### src/rtl/pipe_hazard_ctrl_pkg.sv
// Shared definitions for the pipeline hazard controller: FSM states,
// default divide timeout, the NOP the flush paths load, and the
// load-use hazard predicate.
package pipe_hazard_ctrl_pkg;

  // Controller states
  typedef enum logic [0:0] {
    RUN      = 1'b0,
    DIV_WAIT = 1'b1
  } state_t;

  // Default cycle budget for a single divide before it is aborted
  localparam int unsigned DIV_TIMEOUT_DEF = 64;

  // addi x0, x0, 0 -- what IF/ID and ID/EX load when flushed
  localparam logic [31:0] NOP_INSTR = 32'h0000_0013;

  // A load in execute whose rd (non-zero) feeds either source of decode
  function automatic logic load_use_hit(
    input logic       ld,
    input logic       we,
    input logic [4:0] wa,
    input logic [4:0] r1,
    input logic [4:0] r2
  );
    return ld & we & (wa != 5'd0) & ((wa == r1) | (wa == r2));
  endfunction

endpackage

### src/rtl/pipe_hazard_ctrl_sat_counter.sv
// Width-parameterised up-counter that sticks at all-ones. Synchronous
// clear has priority over enable.
module sat_counter #(
  parameter int unsigned W = 8
) (
  input  logic         clk,
  input  logic         clr,
  input  logic         en,
  output logic [W-1:0] count
);

  // Count up on enable, hold at the maximum value
  always_ff @(posedge clk) begin
    if (clr) begin
      count <= '0;
    end else if (en && (count != {W{1'b1}})) begin
      count <= count + W'(1);
    end
  end

endmodule

### src/rtl/pipe_hazard_ctrl.sv
// Hold/flush sequencing for the five-stage core. Handles taken jumps
// from execute, load-use bubbles, and freezes the front end while the
// shared divider is busy (with a timeout abort).
//
// state    | meaning
// ---------+-----------------------------------------------------------
// RUN      | normal flow; jump > divide start > load-use bubble
// DIV_WAIT | divider busy; front end frozen until done or timeout
module pipe_hazard_ctrl
  import pipe_hazard_ctrl_pkg::*;
#(
  parameter int unsigned DIV_TIMEOUT = DIV_TIMEOUT_DEF,
  parameter int unsigned CNT_W       = 32
) (
  input  logic             clk,
  input  logic             rst,
  input  logic [4:0]       id_reg1_addr_i,
  input  logic [4:0]       id_reg2_addr_i,
  input  logic             ex_load_i,
  input  logic             ex_wr_en_i,
  input  logic [4:0]       ex_wr_addr_i,
  input  logic             ex_div_i,
  input  logic             jump_en_i,
  input  logic [31:0]      jump_addr_i,
  input  logic             div_done_i,
  output logic             hold_pc_o,
  output logic             hold_if_id_o,
  output logic             hold_id_ex_o,
  output logic             flush_if_id_o,
  output logic             flush_id_ex_o,
  output logic             redirect_en_o,
  output logic [31:0]      redirect_addr_o,
  output logic             div_start_o,
  output logic             div_err_o,
  output logic [CNT_W-1:0] stall_cnt_o
);

  // Timeout counter only needs to reach DIV_TIMEOUT-1
  localparam int unsigned TO_W = (DIV_TIMEOUT > 2) ? $clog2(DIV_TIMEOUT) : 1;
  localparam logic [TO_W-1:0] TO_LAST = TO_W'(DIV_TIMEOUT - 1);

  state_t          state;
  state_t          state_next;
  logic [TO_W-1:0] to_cnt;
  logic            timeout;
  logic            hazard;

  assign hazard = load_use_hit(ex_load_i, ex_wr_en_i, ex_wr_addr_i,
                               id_reg1_addr_i, id_reg2_addr_i);

  // State register
  always_ff @(posedge clk) begin
    if (rst) begin
      state <= RUN;
    end else begin
      state <= state_next;
    end
  end

  // Next state and Mealy outputs; everything forced low during reset
  always_comb begin
    state_next      = state;
    hold_pc_o       = 1'b0;
    hold_if_id_o    = 1'b0;
    hold_id_ex_o    = 1'b0;
    flush_if_id_o   = 1'b0;
    flush_id_ex_o   = 1'b0;
    redirect_en_o   = 1'b0;
    redirect_addr_o = 32'd0;
    div_start_o     = 1'b0;
    timeout         = 1'b0;
    if (!rst) begin
      unique case (state)
        RUN: begin
          if (jump_en_i) begin
            // Wrong-path instructions in IF/ID and ID/EX are squashed
            redirect_en_o   = 1'b1;
            redirect_addr_o = jump_addr_i;
            flush_if_id_o   = 1'b1;
            flush_id_ex_o   = 1'b1;
          end else if (ex_div_i) begin
            div_start_o  = 1'b1;
            hold_pc_o    = 1'b1;
            hold_if_id_o = 1'b1;
            hold_id_ex_o = 1'b1;
            state_next   = DIV_WAIT;
          end else if (hazard) begin
            // Decode waits one cycle; a bubble goes into execute
            hold_pc_o     = 1'b1;
            hold_if_id_o  = 1'b1;
            flush_id_ex_o = 1'b1;
          end
        end
        DIV_WAIT: begin
          if (div_done_i) begin
            state_next = RUN;
          end else if (to_cnt == TO_LAST) begin
            timeout    = 1'b1;
            state_next = RUN;
          end else begin
            hold_pc_o    = 1'b1;
            hold_if_id_o = 1'b1;
            hold_id_ex_o = 1'b1;
          end
        end
        default: state_next = RUN;
      endcase
    end
  end

  // Sticky divide-timeout flag
  always_ff @(posedge clk) begin
    if (rst) begin
      div_err_o <= 1'b0;
    end else if (timeout) begin
      div_err_o <= 1'b1;
    end
  end

  // Cycles spent in DIV_WAIT; zero whenever the divider is idle
  sat_counter #(.W(TO_W)) u_to_cnt (
    .clk   (clk),
    .clr   (rst | (state != DIV_WAIT)),
    .en    (state == DIV_WAIT),
    .count (to_cnt)
  );

  // Total front-end stall cycles
  sat_counter #(.W(CNT_W)) u_stall_cnt (
    .clk   (clk),
    .clr   (rst),
    .en    (hold_pc_o),
    .count (stall_cnt_o)
  );

endmodule

### config.mk
export PLATFORM = sky130hd
export DESIGN_NAME = pipe_hazard_ctrl
export DESIGN_NICKNAME = d
export VERILOG_FILES = /design/src/rtl/pipe_hazard_ctrl_pkg.sv /design/src/rtl/pipe_hazard_ctrl_sat_counter.sv /design/src/rtl/pipe_hazard_ctrl.sv
export SDC_FILE = /design/constraint.sdc
export NUM_CORES = 1
export LEC_CHECK = 0
export BUFFER_PORTS_ARGS = -buffer_cell sky130_fd_sc_hd__buf_2
export CORE_UTILIZATION = 52
export CTS_BUF_LIST = sky130_fd_sc_hd__clkbuf_2 sky130_fd_sc_hd__clkbuf_4 sky130_fd_sc_hd__clkbuf_8
export DETAILED_ROUTE_END_ITERATION = 7
export GPL_TIMING_DRIVEN = 0
export PLACE_DENSITY = 0.89
export SYNTH_ARGS = -nofsm -noshare
export SYNTH_HDL_FRONTEND = slang
export SYNTH_SLANG_ARGS = --single-unit
### constraint.sdc
create_clock -name clk -period 5.3 [get_ports clk]
set_input_delay 0.265 -clock clk [delete_from_list [all_inputs] [get_ports clk]]
set_output_delay 0.265 -clock clk [all_outputs]
set_load 0.02 [all_outputs]
======== Word level (Yosys, flattened, before mapping) ========
Cells that the tools add are included.
cells by class
  multiplexer cells ....................... 27
  reductions and logical operators ........ 3
  divide/modulo/power cells ............... 0
  equal/unequal tests ..................... 5
  bitwise operators ....................... 6
  $add $sub $neg .......................... 2
  shift-type cells ........................ 0
  $lt $le $gt $ge ......................... 0
  multipliers ............................. 0
operators with widths
  operator               number
  $mux 32                3
  $add 32x1->32 const B  1
  $ne 32x32->1 const B   1
  $mux 1                 22
  $eq 5x5->1             2
  $add 6x1->6 const B    1
  $eq 6x6->1 const B     1
  $ne 6x6->1 const B     1
  $reduce_bool 5->1      1
  $pmux 1 s2             2
  $and 1x1->1            3
  $logic_and 1x1->1      2
  $or 1x1->1             2
  $not 1->1              1
storage, ports and cells
  memories ................................ 0
  bits in writable memories ............... 0
  word-level logic and storage cells ...... 47
  input bits .............................. 54
  bits in latches ......................... 0
  memory bits (read-only) ................. 0
  register bits ........................... 40
  output and inout bits ................... 72

======== Longest topological paths before layout ========
Gate-level depths: netlist of the first run.
  depth in word-level cells ............... 9
  depth in mapped cells ................... 9
  gate-level depth less buffers ........... 8

======== By module ========
From an unflattened synthesis of the first run, not the netlist that was laid out.
second synthesis, totals
  cells, all modules ...................... 301
  area, all modules ....................... 2448.6 um^2
by module, submodules not included
  module                      sequential area each (um^2)  area an instance (um^2)  instances  cells an instance
  sat_counter at u_stall_cnt  640.6                        1674.1                   1          199
  pipe_hazard_ctrl            40.0                         508.0                    1          75
  sat_counter at u_to_cnt     120.1                        266.5                    1          27

======== Least setup slack after synthesis of the first run ========
Ideal clock, no wire load.
  path kind ............................... reg2reg
  from .................................... reg u_to_cnt.count[0]
  to ...................................... reg u_stall_cnt.count[16]
  data required time ...................... 5.177 ns
  setup slack ............................. 3.262 ns
  buffers on the path ..................... 1
  data arrival time ....................... 1.915 ns
  clock period less this slack ............ 2.038 ns
  stages on the path, launching flop included .. 9
  setup time .............................. 0.123 ns
  path through ............................ dfxtp_1 ha_1 and4_1 a31oi_1 nand2_1 o21a_4 buf_6 nor4_1 mux2_1
on the way
  word-level cells in the longest chain between the ends .. 6
ends and longest elaborated chain
  element                 line                                RTL
  from (decl)             pipe_hazard_ctrl_sat_counter.sv:9   output logic [W-1:0] count
  from (signal assigned)  pipe_hazard_ctrl_sat_counter.sv:17  count <= count + W'(1);
  $eq 6x6->1              pipe_hazard_ctrl.sv:97              end else if (to_cnt == TO_LAST) begin
  $mux 1                  pipe_hazard_ctrl.sv:97
  $mux 1                  pipe_hazard_ctrl.sv:95              if (div_done_i) begin
  $pmux 1 s2              pipe_hazard_ctrl.sv:73              unique case (state)
  $mux 1                  pipe_hazard_ctrl.sv:72              if (!rst) begin
  $logic_and 1x1->1       pipe_hazard_ctrl_sat_counter.sv:16  end else if (en && (count != {W{1'b1}})) begin
  to (signal assigned)    pipe_hazard_ctrl_sat_counter.sv:17
  to (decl)               pipe_hazard_ctrl_sat_counter.sv:9
No other way between the ends.
A chain may end at the register's enable or synchronous reset.

======== Worst setup path in the final report of the first run ========
  from .................................... reg u_to_cnt.count[0]
  to ...................................... out hold_pc_o
on the way
  word-level cells in the longest chain between the ends .. 5
ends and longest elaborated chain
  element     line                    RTL
  $eq 6x6->1  pipe_hazard_ctrl.sv:97
  $mux 1      pipe_hazard_ctrl.sv:97
  $mux 1      pipe_hazard_ctrl.sv:95
  $pmux 1 s2  pipe_hazard_ctrl.sv:73
  $mux 1      pipe_hazard_ctrl.sv:72
  to (decl)   pipe_hazard_ctrl.sv:26  output logic hold_pc_o,
No other way between the ends.

==> flow_metrics.py, run 1 <==
metrics = {
    "timing": {
        "min_period_ps": 2530,
        "slew_violations": 0,
        "setup_viol_count_final": 0,
        "whs_ps": 342,
        "fmax_ghz": 0.395,
        "finClkSkew_ps": 8.28,
        "fin_crit_sh_pct": 47.8,
        "finalSetupTns_ps": 0,
        "finalHoldViolCount": 0,
        "rsz0062_at_grt": "no",
        "slew_headroom_pct": 53.2,
        "worstMarginPinSlew_ps": 701,
    },
    "global_route": {
        "grt_max_degree": 13,
        "grt_pass1_wl_um": 12600,
        "grt_pass1_vias": 2635,
        "antenna_found_initial": 0,
        "grt_usage_pct": 31.1,
        "grt_overflow": 0,
    },
    "flow_run": {
        "drv_cap": 0,
    },
    "worst_setup_path": {
        "critical_path.slowest_cell": "dfxtp_1",
        "critPathKind": "flop to output port",
        "timing.rr.start": "u_to_cnt.count[0]$_SDFFE_PP0P_",
        "crit_fanout": 10,
        "path_cells": "ha_1, and4_1, a21oi_1, o21ai_0, o21a_4, buf_6, inv_2, buf_4, buf_2",
        "regToRegEndpoint": "u_stall_cnt.count[10]$_SDFFE_PP0P_",
        "worstSetupStartpointType": "flop",
        "cp-end-kind": "output port",
        "arrival_ps": 2270,
        "ff2ff_setup_slack_ps": 2890,
        "critPathRequiredTime_ps": 5040,
        "critPathMaxStageDelay_ps": 380,
        "r2r_cells": 9,
    },
    "route": {
        "wl_per_cell_um": 16.0,
        "first_iter_violations": 301,
        "wl_um": 8150,
        "via_per_inst": 5.78,
        "drtPass1Iterations": 5,
        "ant_nets": 0,
        "drc_errors": 0,
        "num_vias": 2947,
    },
    "power": {
        "power_density_mw_per_mm2": 200,
        "irDropWorstVdd_mv": 0.154,
        "power.static_leakage_uw": 0.00159,
    },
    "cells_and_area": {
        "num-fill-cells": 398,
        "nets": 498,
        "area_delta_synth_final_pct": 32.3,
        "post_route_cells_drive_above_1_share_pct": 36.6,
        "antenna_cells": 0,
    },
    "placed_design": {
        "hpwlAfterDp_um": 6020,
        "place.port_buffers": 125,
        "place_congestion": 0.864,
    },
    "clocking": {
        "clkSinkCount": 40,
        "path_clk_slew_ps": 80,
        "htree_num_levels": 2,
        "cts_resized": 0,
        "cts_tree": "done",
        "insertion_delay_ps": 300,
        "numCtsBuffers": 5,
        "ctsRootBufferMaster": "clkbuf_8",
        "ctsHoldBuffers": 0,
        "cts_buffer_depth": 2,
        "cts_setup_buffers": 0,
    },
    "floorplan": {
        "rows": 25,
        "initial_core_util_pct": 54.4,
        "die_w_um": 72.6,
        "io_pins": 126,
        "die-area_mm2": 0.00526,
        "fp.coreArea_mm2": 0.00475,
        "dieHeight_um": 72.6,
    },
    "hold_path": {
        "hold_depth": 4,
        "whs_endpoint": "div_err_o$_SDFFE_PP0P_",
        "hold_start": "div_done_i",
        "hold_path_class": "input pin to flop",
    },
    "synth": {
        "async_flop_share_pct": 0,
        "syn-num-nets": 366,
        "ys_ff_latch": 40,
        "synth.distinct_cells": 57,
        "yosysWarningCount": 0,
        "synth_area_mm2": 0.00259,
        "netlist_instances": 310,
        "syn_avg_cell_area_um2": 8.35,
        "synth-main-ff-cell": "dfxtp_1",
        "yosysSeqAreaShare_pct": 30.9,
        "synth-edff-count": 0,
    },
    "status": {
        "status": "completed",
    },
}
-- layout by cell type, fill, tap and decap left out, types with 5 or more instances in the layout --
master / synthesis / final
buf_2: 3 / 128
dfxtp_1: 40 / 40
and2_1: 34 / 34
a21oi_1: 23 / 23
nor2_1: 20 / 20
nand2_1: 17 / 17
nand3_1: 16 / 16
or4_1: 13 / 13
xor2_1: 12 / 12
o31ai_1: 12 / 12
o21ai_0: 9 / 9
clkbuf_8: 2 / 9
nand4_1: 9 / 9
or3_1: 8 / 8
buf_6: 6 / 6
clkbuf_1: 6 / 6
nor3_1: 6 / 6
and3_1: 5 / 5
nor4_1: 5 / 5
-- report_power, final --
group          internal (uW)  switching (uW)
clock                    166             112
combinational           43.7            61.5
sequential               302            1.41
total                    511             175
-- worst max-delay path, delay by kind of cell (launching register included) --
kind,cells,cell delay (ps)
AO/OA/AOI/OAI,3,580
adder cells (fa/ha/maj),1,220
buffers and inverters,4,520
flip-flops,1,380
AND/OR/NAND/NOR,1,260
-- sequential cells by signal, summed over array words and instances, names as in the netlist --
name,count
div_err_o,1
state,1
u_stall_cnt.count,32
u_to_cnt.count,6
-- synth_stat cells (4+ instances only) --
cell	count	area [um^2]
and4_1	4	35.0
or4_1	13	97.6
clkbuf_1	6	22.5
buf_6	6	67.6
and2_1	34	213
o21ai_0	9	45.0
a21oi_1	23	115
o31ai_1	12	90.1
nor2_1	20	75.1
buf_4	4	30.0
nand2_1	17	63.8
nor4_1	5	31.3
and3_1	5	31.3
or3_1	8	50.1
nor3_1	6	30.0
dfxtp_1	40	801
nand4_1	9	56.3
inv_1	4	15.0
nand3_1	16	80.1
xor2_1	12	105
-- metal layers --
metal | global-route usage, % | part of all wire, %
met5 | 0 | 0
met4 | 10.7 | 1.2
met3 | 4.58 | 7.2
met2 | 49.4 | 47
met1 | 43.1 | 45
-- per-stage QoR --
stage	power [uW]	std cells	area [um^2]	setup slack (ps)	util, %
after detailed placement	414	502	3300	3020	69.4
final	687	510	3420	2770	72.0
after global placement	412	502	3300	3070	69.4
after global routing	712	510	3420	2620	72.0
after CTS	686	510	3420	2790	72.0
after floorplan	368	310	2590	3260	-
-- cell families (layout without fill, tap and decap cells) --
group	count (synthesis)	after routing	share of synthesized area (%)
AND/OR/NAND/NOR	157	157	37.9
AO/OA/AOI/OAI	68	68	17.3
flip-flops	40	40	30.9
buffers and inverters	27	160	7.20
XOR/XNOR	13	13	4.40
multiplexers	3	3	1.26
adder cells (fa/ha/maj)	2	2	0.966
-- worst max path at each step --
stage,startpoint,endpoint,depth (start not counted)
global route,state$_DFF_P_,redirect_addr_o[27],5
detailed placement,u_to_cnt.count[0]$_SDFFE_PP0P_,u_stall_cnt.count[5]$_SDFFE_PP0P_,8
finish,u_to_cnt.count[0]$_SDFFE_PP0P_,hold_pc_o,9
floorplan,u_to_cnt.count[0]$_SDFFE_PP0P_,u_stall_cnt.count[16]$_SDFFE_PP0P_,8
CTS,u_to_cnt.count[0]$_SDFFE_PP0P_,hold_pc_o,9
global placement,u_to_cnt.count[0]$_SDFFE_PP0P_,u_stall_cnt.count[5]$_SDFFE_PP0P_,8
-- layout make-up --
cell class	count	area, um^2	share of cell area, %
clock buffer	7	96.3	2.81
buffer	22	168	4.90
sequential	40	801	23.4
multi-input combinational	243	1600	46.8
inverter	5	18.8	0.548
timing repair buffer	125	626	18.3
clock inverter	1	30.0	0.877
tap	67	83.8	2.45
No activity file was read; power rests on OpenSTA's default activity.
==> inputs of run 2 (changes only) <==
- ABC_AREA: default -> 1
- CORE_UTILIZATION: 52 -> 45
- PLACE_DENSITY: 0.89 -> 0.79
- clock period: 5.3 -> 2.1 ns (I/O delays scaled with it)
==> run 2 against run 1 <==
  * Worst setup slack lost 2600 ps
  * Synthesized cell count is 60% higher
  * Register-to-register slack worse by 2700 ps
  * Critical path depth rose by 2
  * Critical path type unchanged
  * Highest routed layer unchanged
==> flow_metrics.py, run 2 <==
metrics = {
    "worst_setup_path": {
        "crit_family": "buffers and inverters",
        "crit_path_end": "hold_pc_o",
        "cp.depth": 11,
        "critical_path.slowest_cell": "dfxtp_1",
        "r2r_cells": 13,
        "arrival_ps": 1870,
        "worstSetupStartpointType": "flop",
        "regToRegEndpoint": "u_stall_cnt.count[23]$_SDFFE_PP0P_",
        "path_cells": "ha_1, nand2_1, inv_1, nand2_2, inv_2, o21ai_2, nand3_2, nand2_4, buf_8, buf_4, buf_4",
        "ff2ff_setup_slack_ps": 160,
        "critPathRequiredTime_ps": 2000,
        "crit_start": "u_to_cnt.count[0]$_SDFFE_PP0P_",
        "timing.rr.start": "u_stall_cnt.count[1]$_SDFFE_PP0P_",
        "cp-end-kind": "output port",
        "critPathMaxStageDelay_ps": 320,
        "critPathKind": "flop to output port",
        "cp_num_buf_inv": 5,
        "crit_fanout": 11,
        "cp_common_cell": "buf_4",
    },
    "cells_and_area": {
        "final_common_cell": "buf_2",
        "antenna_cells": 0,
        "stdcell_count": 707,
        "top_regs": "u_stall_cnt.count x32, u_to_cnt.count x6",
        "nets": 687,
        "most-common-layout-cells": "130 x buf_2, 107 x nand2_1, 96 x nor2_1, 86 x inv_1, 44 x nand3_1",
        "post_route_cells_drive_above_1_share_pct": 29.3,
        "area_delta_synth_final_pct": 30.5,
        "regMostFlops": "u_stall_cnt.count",
        "largest_reg_flops": 32,
    },
    "timing": {
        "finClkSkew_ps": 11.6,
        "rsz0062_at_grt": "yes",
        "fmax_ghz": 0.505,
        "min_period_ps": 1980,
        "fin_crit_sh_pct": 94.3,
        "finalHoldViolCount": 0,
        "setup_ws_ps": 120,
        "setup_viol_count_final": 0,
        "slew_headroom_pct": 60.1,
        "slew_violations": 0,
        "whs_ps": 110,
        "worstMarginPinSlew_ps": 598,
    },
    "synth": {
        "netlist_instances": 496,
        "yosys.area.top_type_share_pct": 27.6,
        "synth_area_mm2": 0.00290,
        "yosys.area_share.simple_pct": 44.8,
        "synth-main-ff-cell": "dfxtp_1",
        "synth_common_cells": "108 x nand2_1, 97 x nor2_1, 87 x inv_1",
        "synth-compound-area-share_pct": 7.73,
        "syn-num-nets": 552,
        "async_flop_share_pct": 0,
        "yosysSeqAreaShare_pct": 27.6,
        "ys_ff_latch": 40,
        "syn_avg_cell_area_um2": 5.84,
        "yosysWarningCount": 0,
        "synth.most_common_cell": "nand2_1",
        "synth-edff-count": 0,
        "yosysTopAreaCell": "dfxtp_1",
        "synth_top_family_by_area": "simple AND/OR/NAND/NOR gates",
        "synth_area_leaders": "dfxtp_1 28%, nand2_1 14%, nor2_1 13%",
        "muxShareOfSynthArea_pct": 0,
        "synthAdderAreaFrac_pct": 0.864,
        "synth.distinct_cells": 29,
        "synth_xor_xnor_area_share_pct": 3.63,
    },
    "floorplan": {
        "die_w_um": 82.2,
        "fp.coreArea_mm2": 0.00606,
        "initial_core_util_pct": 47.8,
        "io_pins": 126,
        "die-area_mm2": 0.00676,
        "rows": 28,
        "dieHeight_um": 82.2,
    },
    "power": {
        "comb_power_share_pct": 19.3,
        "power_frac_clock_pct": 33.8,
        "p_seq_share_pct": 46.9,
        "intPower_uw": 1150,
        "power_density_mw_per_mm2": 437,
        "switching_share_pct": 30.2,
        "p_sw_uw": 498,
        "irDropWorstVdd_mv": 0.453,
        "power.static_leakage_uw": 0.00212,
    },
    "clocking": {
        "numCtsBuffers": 5,
        "cts_tree": "done",
        "path_clk_slew_ps": 80,
        "ctsRootBufferMaster": "clkbuf_8",
        "cts_buffer_depth": 2,
        "clkSinkCount": 40,
        "htree_num_levels": 2,
        "insertion_delay_ps": 310,
    },
    "status": {
        "status": "completed",
    },
    "global_route": {
        "grt_max_degree": 14,
        "grt_pass1_wl_um": 13900,
        "grt_pass1_vias": 3116,
        "grt_overflow": 0,
        "grt_usage_pct": 26.4,
        "antenna_found_initial": 0,
    },
    "route": {
        "wl_per_cell_um": 12.0,
        "drtPass1Iterations": 5,
        "drc_errors": 0,
        "num_vias": 3483,
        "wl_um": 8450,
        "via_per_inst": 4.93,
        "ant_nets": 0,
        "first_iter_violations": 185,
    },
    "placed_design": {
        "hpwlAfterDp_um": 6400,
        "place_congestion": 0.928,
        "dp_cells": 695,
        "place.port_buffers": 124,
        "pre_cts_ws_ps": 114,
    },
    "flow_run": {
        "drv_cap": 0,
    },
    "hold_path": {
        "hold_depth": 2,
        "hold_path_class": "input pin to flop",
    },
}
[run 2: cell families (layout without fill, tap and decap cells)]
logic type | count (synthesis) | count (layout)
flops | 40 | 40
buf+inv | 111 | 246
compound gates | 43 | 43
fa+ha+maj | 2 | 2
xor+xnor | 12 | 12
simple gates | 288 | 289
[run 2: what timing repair did]
action | in CTS | in global routing
hold buffers | 0 | 0
gates resized for setup | 4 | 10
setup buffers | 2 | 1
setup endpoints to repair | 2 | 35
gates cloned | 0 | 1
pin swaps | 2 | 1
[run 2: worst min-delay path by stage]
stage | startpoint | to | slack, ps
finish | rst | u_stall_cnt.count[1]$_SDFFE_PP0P_ | 110
global route | rst | u_stall_cnt.count[29]$_SDFFE_PP0P_ | 110
CTS | rst | u_stall_cnt.count[29]$_SDFFE_PP0P_ | 110
detailed placement | rst | u_stall_cnt.count[3]$_SDFFE_PP0P_ | 430
global placement | rst | u_stall_cnt.count[3]$_SDFFE_PP0P_ | 430
floorplan | jump_addr_i[0] | redirect_addr_o[0] | 330
[run 2: cell type report]
cell class              count  area (um^2)
clock buffers               6         82.6
repair buffers            127          646
multi-input cells         346         1680
plain buffers              17          103
flip-flops and latches     40          803
clock inverters             2         15.0
well taps                  75         93.8
inverters                  94          353
fillers                   586         2280
[run 2: power groups by stage]
stage	sequential, uW	clock (uW)	combinational, uW
3_3_place_gp	790	0	297
6_report	774	558	318
4_1_cts	773	569	312
5_1_grt	775	608	353
2_1_floorplan	793	0	177
3_5_place_dp	791	0	303
[run 2: worst register-to-register path: cells and delay by family (launching register included)]
kind	cells	cell delay (ps)
simple gates	10	960
flops	1	380
buf+inv	2	230
fa+ha+maj	1	240
[run 2: through the flow]
stage / power (uW) / utilization (%) / area [um^2] / TNS, ps
floorplan: 971 / - / 2900 / 0
global placement: 1090 / 59.6 / 3610 / 0
detailed placement: 1090 / 59.6 / 3610 / 0
CTS: 1650 / 61.6 / 3730 / 0
global route: 1740 / 62.4 / 3780 / -227
finish: 1650 / 62.4 / 3780 / 0
[run 2: per-layer routing]
| layer | global-route usage, % | wire length, um | up-vias |
|---|---|---|---|
| li1 | - | - | 1795 |
| met1 | 34.3 | 3840 | 1556 |
| met2 | 43.0 | 3920 | 115 |
| met3 | 6.26 | 514 | 17 |
| met4 | 7.72 | 174 | 0 |
| met5 | 0 | 0 | - |
